--- config.mk ---
export PLATFORM = sky130hd
export DESIGN_NAME = fetch_sequencer_flat
export DESIGN_NICKNAME = d
export VERILOG_FILES = /design/src/rtl/fetch_sequencer_if.sv /design/src/rtl/fetch_sequencer.sv /design/src/flat_wrapper.sv
export SDC_FILE = /design/constraint.sdc
export NUM_CORES = 1
export LEC_CHECK = 0
export ABC_AREA = 1
export CAP_MARGIN = 25
export CORE_ASPECT_RATIO = 0.8
export CORE_MARGIN = 2
export CORE_UTILIZATION = 46
export CTS_BUF_LIST = sky130_fd_sc_hd__clkbuf_8
export CTS_CLUSTER_SIZE = 14
export DETAILED_ROUTE_END_ITERATION = 10
export PLACE_DENSITY = 0.83
export SLEW_MARGIN = 20
export SYNTH_ARGS = -nofsm -noshare
export SYNTH_HDL_FRONTEND = slang
export SYNTH_SLANG_ARGS = --single-unit
--- constraint.sdc ---
create_clock -name clk -period 2.6 [get_ports clk]
set_clock_uncertainty 0.1 [all_clocks]
set_input_delay 0.65 -clock clk [delete_from_list [all_inputs] [get_ports clk]]
set_output_delay 0.65 -clock clk [all_outputs]
set_load 0.005 [all_outputs]
--- src/rtl/fetch_sequencer_if.sv ---
// Memory bus between the fetch sequencer (master) and instruction/data memory (slave).
interface fetch_sequencer_if;
    logic        mem_req_out;
    logic        mem_we_out;
    logic [15:0] mem_addr_out;
    logic [15:0] mem_wdata_out;
    logic        mem_ready_in;
    logic [15:0] mem_rdata_in;

    modport master (
        output mem_req_out, mem_we_out, mem_addr_out, mem_wdata_out,
        input  mem_ready_in, mem_rdata_in
    );
    modport slave (
        input  mem_req_out, mem_we_out, mem_addr_out, mem_wdata_out,
        output mem_ready_in, mem_rdata_in
    );
endinterface

--- src/rtl/fetch_sequencer.sv ---
// Multi-cycle fetch/decode/execute/memory/writeback sequencer for a 16-bit CPU.
// Optional FETCH_SEQUENCER_PERF_COUNTERS_EN adds cycle and retired-instruction counters.
module fetch_sequencer #(
    parameter logic [15:0] RESET_PC = 16'h0000
) (
    input  logic        clk,
    input  logic        reset,
    fetch_sequencer_if.master mem,
    input  logic        reg_write_enable_in,
    input  logic        mem_write_enable_in,
    input  logic        mem_address_select_in,
    input  logic        jump_enable_in,
    input  logic        branch_enable_in,
    input  logic        halt_cpu_in,
    input  logic        alu_zero_flag_in,
    input  logic [15:0] alu_result_in,
    input  logic [15:0] store_data_in,
    output logic [3:0]  opcode_out,
    output logic [3:0]  rd_out,
    output logic [3:0]  rs_out,
    output logic [3:0]  rt_out,
    output logic [7:0]  imm_out,
    output logic [15:0] load_data_out,
    output logic        reg_write_strobe_out,
    output logic [15:0] pc_out,
`ifdef FETCH_SEQUENCER_PERF_COUNTERS_EN
    output logic [31:0] cycle_count_out,
    output logic [31:0] retired_count_out,
`endif
    output logic        halted_out
);
    typedef enum logic [2:0] {FETCH, DECODE, EXEC, MEM, WB, HALTED} state_t;

    state_t      state_q, state_d;
    logic [15:0] pc_q, pc_d, ir_q, ir_d, ld_q, ld_d;
    logic        zero_q, zero_d;
    logic        req, we;
    logic [15:0] addr, wdata;

    always_ff @(posedge clk or posedge reset) begin
        if (reset) begin
            state_q <= FETCH;
            pc_q    <= RESET_PC;
            ir_q    <= 16'h0000;
            ld_q    <= 16'h0000;
            zero_q  <= 1'b0;
        end else begin
            state_q <= state_d;
            pc_q    <= pc_d;
            ir_q    <= ir_d;
            ld_q    <= ld_d;
            zero_q  <= zero_d;
        end
    end

    always_comb begin
        state_d              = state_q;
        pc_d                 = pc_q;
        ir_d                 = ir_q;
        ld_d                 = ld_q;
        zero_d               = zero_q;
        req                  = 1'b0;
        we                   = 1'b0;
        addr                 = pc_q;
        wdata                = 16'h0000;
        reg_write_strobe_out = 1'b0;
        halted_out           = 1'b0;
        case (state_q)
            FETCH: begin
                req = 1'b1;
                if (mem.mem_ready_in) begin
                    ir_d    = mem.mem_rdata_in;
                    pc_d    = pc_q + 16'd1;
                    state_d = DECODE;
                end
            end
            DECODE: state_d = EXEC;
            EXEC: begin
                zero_d = alu_zero_flag_in;
                if (halt_cpu_in)                state_d = HALTED;
                else if (mem_address_select_in) state_d = MEM;
                else                            state_d = WB;
            end
            MEM: begin
                req   = 1'b1;
                addr  = alu_result_in;
                we    = mem_write_enable_in;
                wdata = mem_write_enable_in ? store_data_in : 16'h0000;
                if (mem.mem_ready_in) begin
                    if (!mem_write_enable_in) ld_d = mem.mem_rdata_in;
                    state_d = WB;
                end
            end
            WB: begin
                reg_write_strobe_out = reg_write_enable_in;
                // pc_q already points past this instruction, so both targets are PC+1 relative
                if (jump_enable_in)
                    pc_d = {pc_q[15:12], ir_q[11:0]};
                else if (branch_enable_in && zero_q)
                    pc_d = pc_q + {{8{ir_q[7]}}, ir_q[7:0]};
                state_d = FETCH;
            end
            HALTED: halted_out = 1'b1;
            default: state_d = FETCH;
        endcase
    end

    // State sits in FETCH during reset, so the request is gated to drop immediately.
    assign mem.mem_req_out   = req & ~reset;
    assign mem.mem_we_out    = we;
    assign mem.mem_addr_out  = addr;
    assign mem.mem_wdata_out = wdata;

    assign opcode_out    = ir_q[15:12];
    assign rd_out        = ir_q[11:8];
    assign rs_out        = ir_q[7:4];
    assign rt_out        = ir_q[3:0];
    assign imm_out       = ir_q[7:0];
    assign load_data_out = ld_q;
    assign pc_out        = pc_q;

`ifdef FETCH_SEQUENCER_PERF_COUNTERS_EN
    logic [31:0] cyc_q, ret_q;

    always_ff @(posedge clk or posedge reset) begin
        if (reset) begin
            cyc_q <= 32'd0;
            ret_q <= 32'd0;
        end else begin
            if (state_q != HALTED) cyc_q <= cyc_q + 32'd1;
            if (state_q == WB)     ret_q <= ret_q + 32'd1;
        end
    end

    assign cycle_count_out   = cyc_q;
    assign retired_count_out = ret_q;
`endif
endmodule

--- src/flat_wrapper.sv ---
// flat-port wrapper written by rule: the top's interface ports become plain ports
module fetch_sequencer_flat 
#(
    parameter logic [15:0] RESET_PC = 16'h0000
)
  (clk, reset, reg_write_enable_in, mem_write_enable_in, mem_address_select_in, jump_enable_in, branch_enable_in, halt_cpu_in, alu_zero_flag_in, alu_result_in, store_data_in, opcode_out, rd_out, rs_out, rt_out, imm_out, load_data_out, reg_write_strobe_out, pc_out, halted_out, mem_mem_req_out, mem_mem_we_out, mem_mem_addr_out, mem_mem_wdata_out, mem_mem_ready_in, mem_mem_rdata_in);
  fetch_sequencer_if mem_i ();
  input  logic clk;
  input  logic reset;
  input  logic reg_write_enable_in;
  input  logic mem_write_enable_in;
  input  logic mem_address_select_in;
  input  logic jump_enable_in;
  input  logic branch_enable_in;
  input  logic halt_cpu_in;
  input  logic alu_zero_flag_in;
  input  logic [15:0] alu_result_in;
  input  logic [15:0] store_data_in;
  output logic [3:0] opcode_out;
  output logic [3:0] rd_out;
  output logic [3:0] rs_out;
  output logic [3:0] rt_out;
  output logic [7:0] imm_out;
  output logic [15:0] load_data_out;
  output logic reg_write_strobe_out;
  output logic [15:0] pc_out;
  output logic halted_out;
  output wire logic [$bits(mem_i.mem_req_out)-1:0] mem_mem_req_out;
  output wire logic [$bits(mem_i.mem_we_out)-1:0] mem_mem_we_out;
  output wire logic [$bits(mem_i.mem_addr_out)-1:0] mem_mem_addr_out;
  output wire logic [$bits(mem_i.mem_wdata_out)-1:0] mem_mem_wdata_out;
  input wire logic [$bits(mem_i.mem_ready_in)-1:0] mem_mem_ready_in;
  input wire logic [$bits(mem_i.mem_rdata_in)-1:0] mem_mem_rdata_in;
  assign mem_mem_req_out = mem_i.mem_req_out;
  assign mem_mem_we_out = mem_i.mem_we_out;
  assign mem_mem_addr_out = mem_i.mem_addr_out;
  assign mem_mem_wdata_out = mem_i.mem_wdata_out;
  assign mem_i.mem_ready_in = mem_mem_ready_in;
  assign mem_i.mem_rdata_in = mem_mem_rdata_in;
  fetch_sequencer #(.RESET_PC(RESET_PC)) u_core (.clk(clk), .reset(reset), .mem(mem_i), .reg_write_enable_in(reg_write_enable_in), .mem_write_enable_in(mem_write_enable_in), .mem_address_select_in(mem_address_select_in), .jump_enable_in(jump_enable_in), .branch_enable_in(branch_enable_in), .halt_cpu_in(halt_cpu_in), .alu_zero_flag_in(alu_zero_flag_in), .alu_result_in(alu_result_in), .store_data_in(store_data_in), .opcode_out(opcode_out), .rd_out(rd_out), .rs_out(rs_out), .rt_out(rt_out), .imm_out(imm_out), .load_data_out(load_data_out), .reg_write_strobe_out(reg_write_strobe_out), .pc_out(pc_out), .halted_out(halted_out));
endmodule
==> out/results.tsv <==
stage	metric	value	unit
clock_tree	maximum clock path buffer count	2	
timing	setup violators final	1	
clock_tree	Clock Latency Late Sink	0.30	ns
yosys	number of synthesized flops with an enable pin	0	
critical_path	CP arrival	1.87	ns
drt	post-DR vias/cell	5.22	
yosys	Seq cells post-synth	52	
timing	Worst-Margin Slew	0.590	ns
drt	detailed-route wire length	13.6	mm
floorplanning	die area	9380	um2
drt	antenna-violating nets left	0	
drt	met3 wire len	1.12	mm
job	max cap viols	0	
clock_tree	H-tree lvl count	2	
yosys	yosys warns	0	
yosys	post-synth top area cell	dfrtp_1	
clock_tree	root buffer cell	clkbuf_8	
placement	HPWL after DPL	9.74	mm
critical_path	Slowest cell on crit path	clkdlybuf4s50_1	
power_and_ir_drop	total power	6430	uW
clock_tree	total CTS buffers	5	
drt	TritonRoute pass-1 iters	6	
min_path	hold path start	u_core.ir_q[13]	
final_layout	Antenna Cells	0	
yosys	Syn Area/Cell	6.46	um2
floorplanning	I/O Pins	150	
timing	maximum clock frequency	382	MHz
power_and_ir_drop	Leak	0.00327	uW
drt	routed via count	4561	
clock_tree	Reg clk slew, reported paths	0.10	ns
grt	vias in the first global route	4318	
timing	min Tclk post-route	2.62	ns
yosys	Net Count, Synth	689	
final_layout	fillcell total	684	
critical_path	R2R setup slack	0.40	ns
drt	drt first-iter violations	317	
critical_path	cells along the critical path	inv_2 -> nor2_4 -> nand2_8 -> inv_6 -> nand2_1 -> nand2_1 -> clkdlybuf4s50_1	
floorplanning	chip height	87.0	um
critical_path	Max stage delay on crit path	0.52	ns
yosys	Post-synth ARST share	1.00	
min_path	worst hold path class	flop to flop	
yosys	Mapped Area	3970	um2
critical_path	Crit. End Element	output port	
critical_path	Crit Path Max Fanout	14	
grt	GRT Resource Usage Total	0.280	
final_layout	Area Overhead vs Synth	48.6	%
drt	WL met2	6.65	mm
drt	# DRC	0	
grt	largest net degree at the start of global routing	36	
floorplanning	core footprint	8450	um2
grt	initial antenna violation count	0	
yosys	top cells by area, synth	dfrtp_1 33%, nand2_1 21%, inv_1 7.5%	
drt	routed len/inst	15.6	um
timing	final worst slack	-0.0166	ns
critical_path	WS Path Type	flop to output port	
yosys	Cell variety after synth	37	
final_layout	Layout Nets	835	
placement	gpl congestion	0.928	
critical_path	CP dominant cell by count	nand2_1	
final_layout	share of cells above drive strength 1	0.0604	
timing	Final Hold Fails	0	
final_layout	final cell utilization of the core	0.697	
power_and_ir_drop	Max rail drop VDD	607	uV
timing	Slew Limit Headroom	0.606	
drt	Met1 Routed Length	5.58	mm
timing	fin. max-slew vios	0	
grt	total gr overflow	0	
yosys	Post-Synthesis Cells	614	
outcome	failing checks	negative setup slack	
power_and_ir_drop	PD cells	1090	nW/um2
final_layout	most common cell after layout, fill and taps aside	nand2_1	
floorplanning	initial core utilization	0.469	
placement	Port Buf Inserts	149	
yosys	top cell type's share of synthesized area	0.328	
clock_tree	clk sink count	52	
final_layout	most frequent cells in the layout	219 x nand2_1, 116 x clkdlybuf4s50_1, 77 x inv_1	
yosys	ys flop type	dfrtp_1	
timing	RSZ-0062 raised after global routing	yes	
critical_path	worst endpoint required time	1.85	ns
critical_path	Reg-to-Reg Start	u_core.pc_out[0]	
grt	global-route wire length before repair	20.9	mm
critical_path	Critical Path Start	u_core.state_q[1]	
yosys	register area share after synthesis	0.328	
outcome	status	complete, but fails checks	
timing	period utilization	1.01	
floorplanning	std cell rows	30	
floorplanning	Die W	108	um
drt	top layer reached by signal wires	met4	
critical_path	CP Launch Type	flop	
clock_tree	CTS tree	done	
==> per-stage QoR <==
stage / instances / setup slack (ns) / TNS (ns) / hold slack, ns / cell area [um2]
after floorplan: 614 / 0.513 / 0 / 0.349 / 3970
after global placement: 857 / -0.0961 / -1.55 / 0.368 / 5530
after detailed placement: 857 / -0.143 / -2.04 / 0.380 / 5530
after CTS: 868 / 0.0189 / 0 / 0.398 / 5710
after global routing: 873 / -0.0729 / -0.0830 / 0.435 / 5890
final: 873 / -0.0166 / -0.0166 / 0.399 / 5890
==> sequential cells by signal (all words and copies together) (netlist names) <==
name / cells
u_core.load_data_out: 16
u_core.state_q: 3
u_core.ir_q: 16
u_core.zero_q: 1
u_core.pc_out: 16
==> cells by family (layout without fill, tap and decap cells) <==
family | count (synthesis) | count (layout) | synth area share
AO/OA/AOI/OAI | 98 | 98 | 0.137
XOR/XNOR | 9 | 9 | 0.0199
adder cells (fa/ha/maj) | 17 | 17 | 0.0555
buffers and inverters | 108 | 255 | 0.116
flip-flops | 52 | 52 | 0.328
AND/OR/NAND/NOR | 330 | 330 | 0.344
==> area by class of cell <==
class	instances	area, um2	area share
well taps	112	140	0.0238
repair buffers	164	1780	0.302
multi-input cells	454	2220	0.378
inverters	82	323	0.0548
clock inverters	3	42.5	0.00722
flip-flops and latches	52	1300	0.221
clock buffers	5	68.8	0.0117
repair inverters	1	8.76	0.00149
==> worst max-delay path: cells and delay by family (launching register included) <==
kind / cells / cell delay, ns
buf+inv: 3 / 0.75
flops: 1 / 0.39
simple gates: 4 / 0.41
==> synth_stat cells, types with 2 or more instances <==
library cell,instances
nand2_1,220
xor2_1,8
nand3_1,26
nor3_1,2
and2_1,3
a21oi_1,26
buf_1,2
a22oi_1,2
nand4_1,3
nor2_2,3
buf_6,2
nand3b_1,3
o21ai_1,9
a21boi_0,4
inv_1,79
buf_4,8
inv_2,2
nor2_1,59
nor2_4,2
or2_2,3
nand2_2,2
nand3_2,2
buf_2,6
dfrtp_1,52
a31oi_1,4
ha_1,16
o21ai_0,48
clkbuf_1,8
nand2_4,2
==> report_power, final <==
part           internal (uW)  total (uW)  switching (uW)
combinational           2030        4220            2190
clock                    285         561             275
sequential              1170        1650             478
==> repair_timing <==
action                     in CTS  in global routing
setup endpoints to repair      34                 34
buffers inserted                1                  3
hold buffers                    0                  0
resized for setup               9                 39
gates cloned                    2                  2
==> routing by layer <==
layer / track usage / vias to the layer above
li1: - / 2223
met2: 0.497 / 197
met3: 0.0471 / 25
met5: 0 / -
met1: 0.360 / 2116
met4: 0.0583 / 0
==> final timing paths <==
kind	to	cells after the start
worst max-delay path	mem_mem_addr_out[1]	7
worst min-delay path	u_core.ir_q[13]	2
worst max register to register	u_core.pc_out[14]	11
worst min register to register	u_core.ir_q[13]	2
max in group asynchronous	u_core.zero_q	3
min in group asynchronous	u_core.state_q[2]	2
Power figures use the tool's default switching activity.
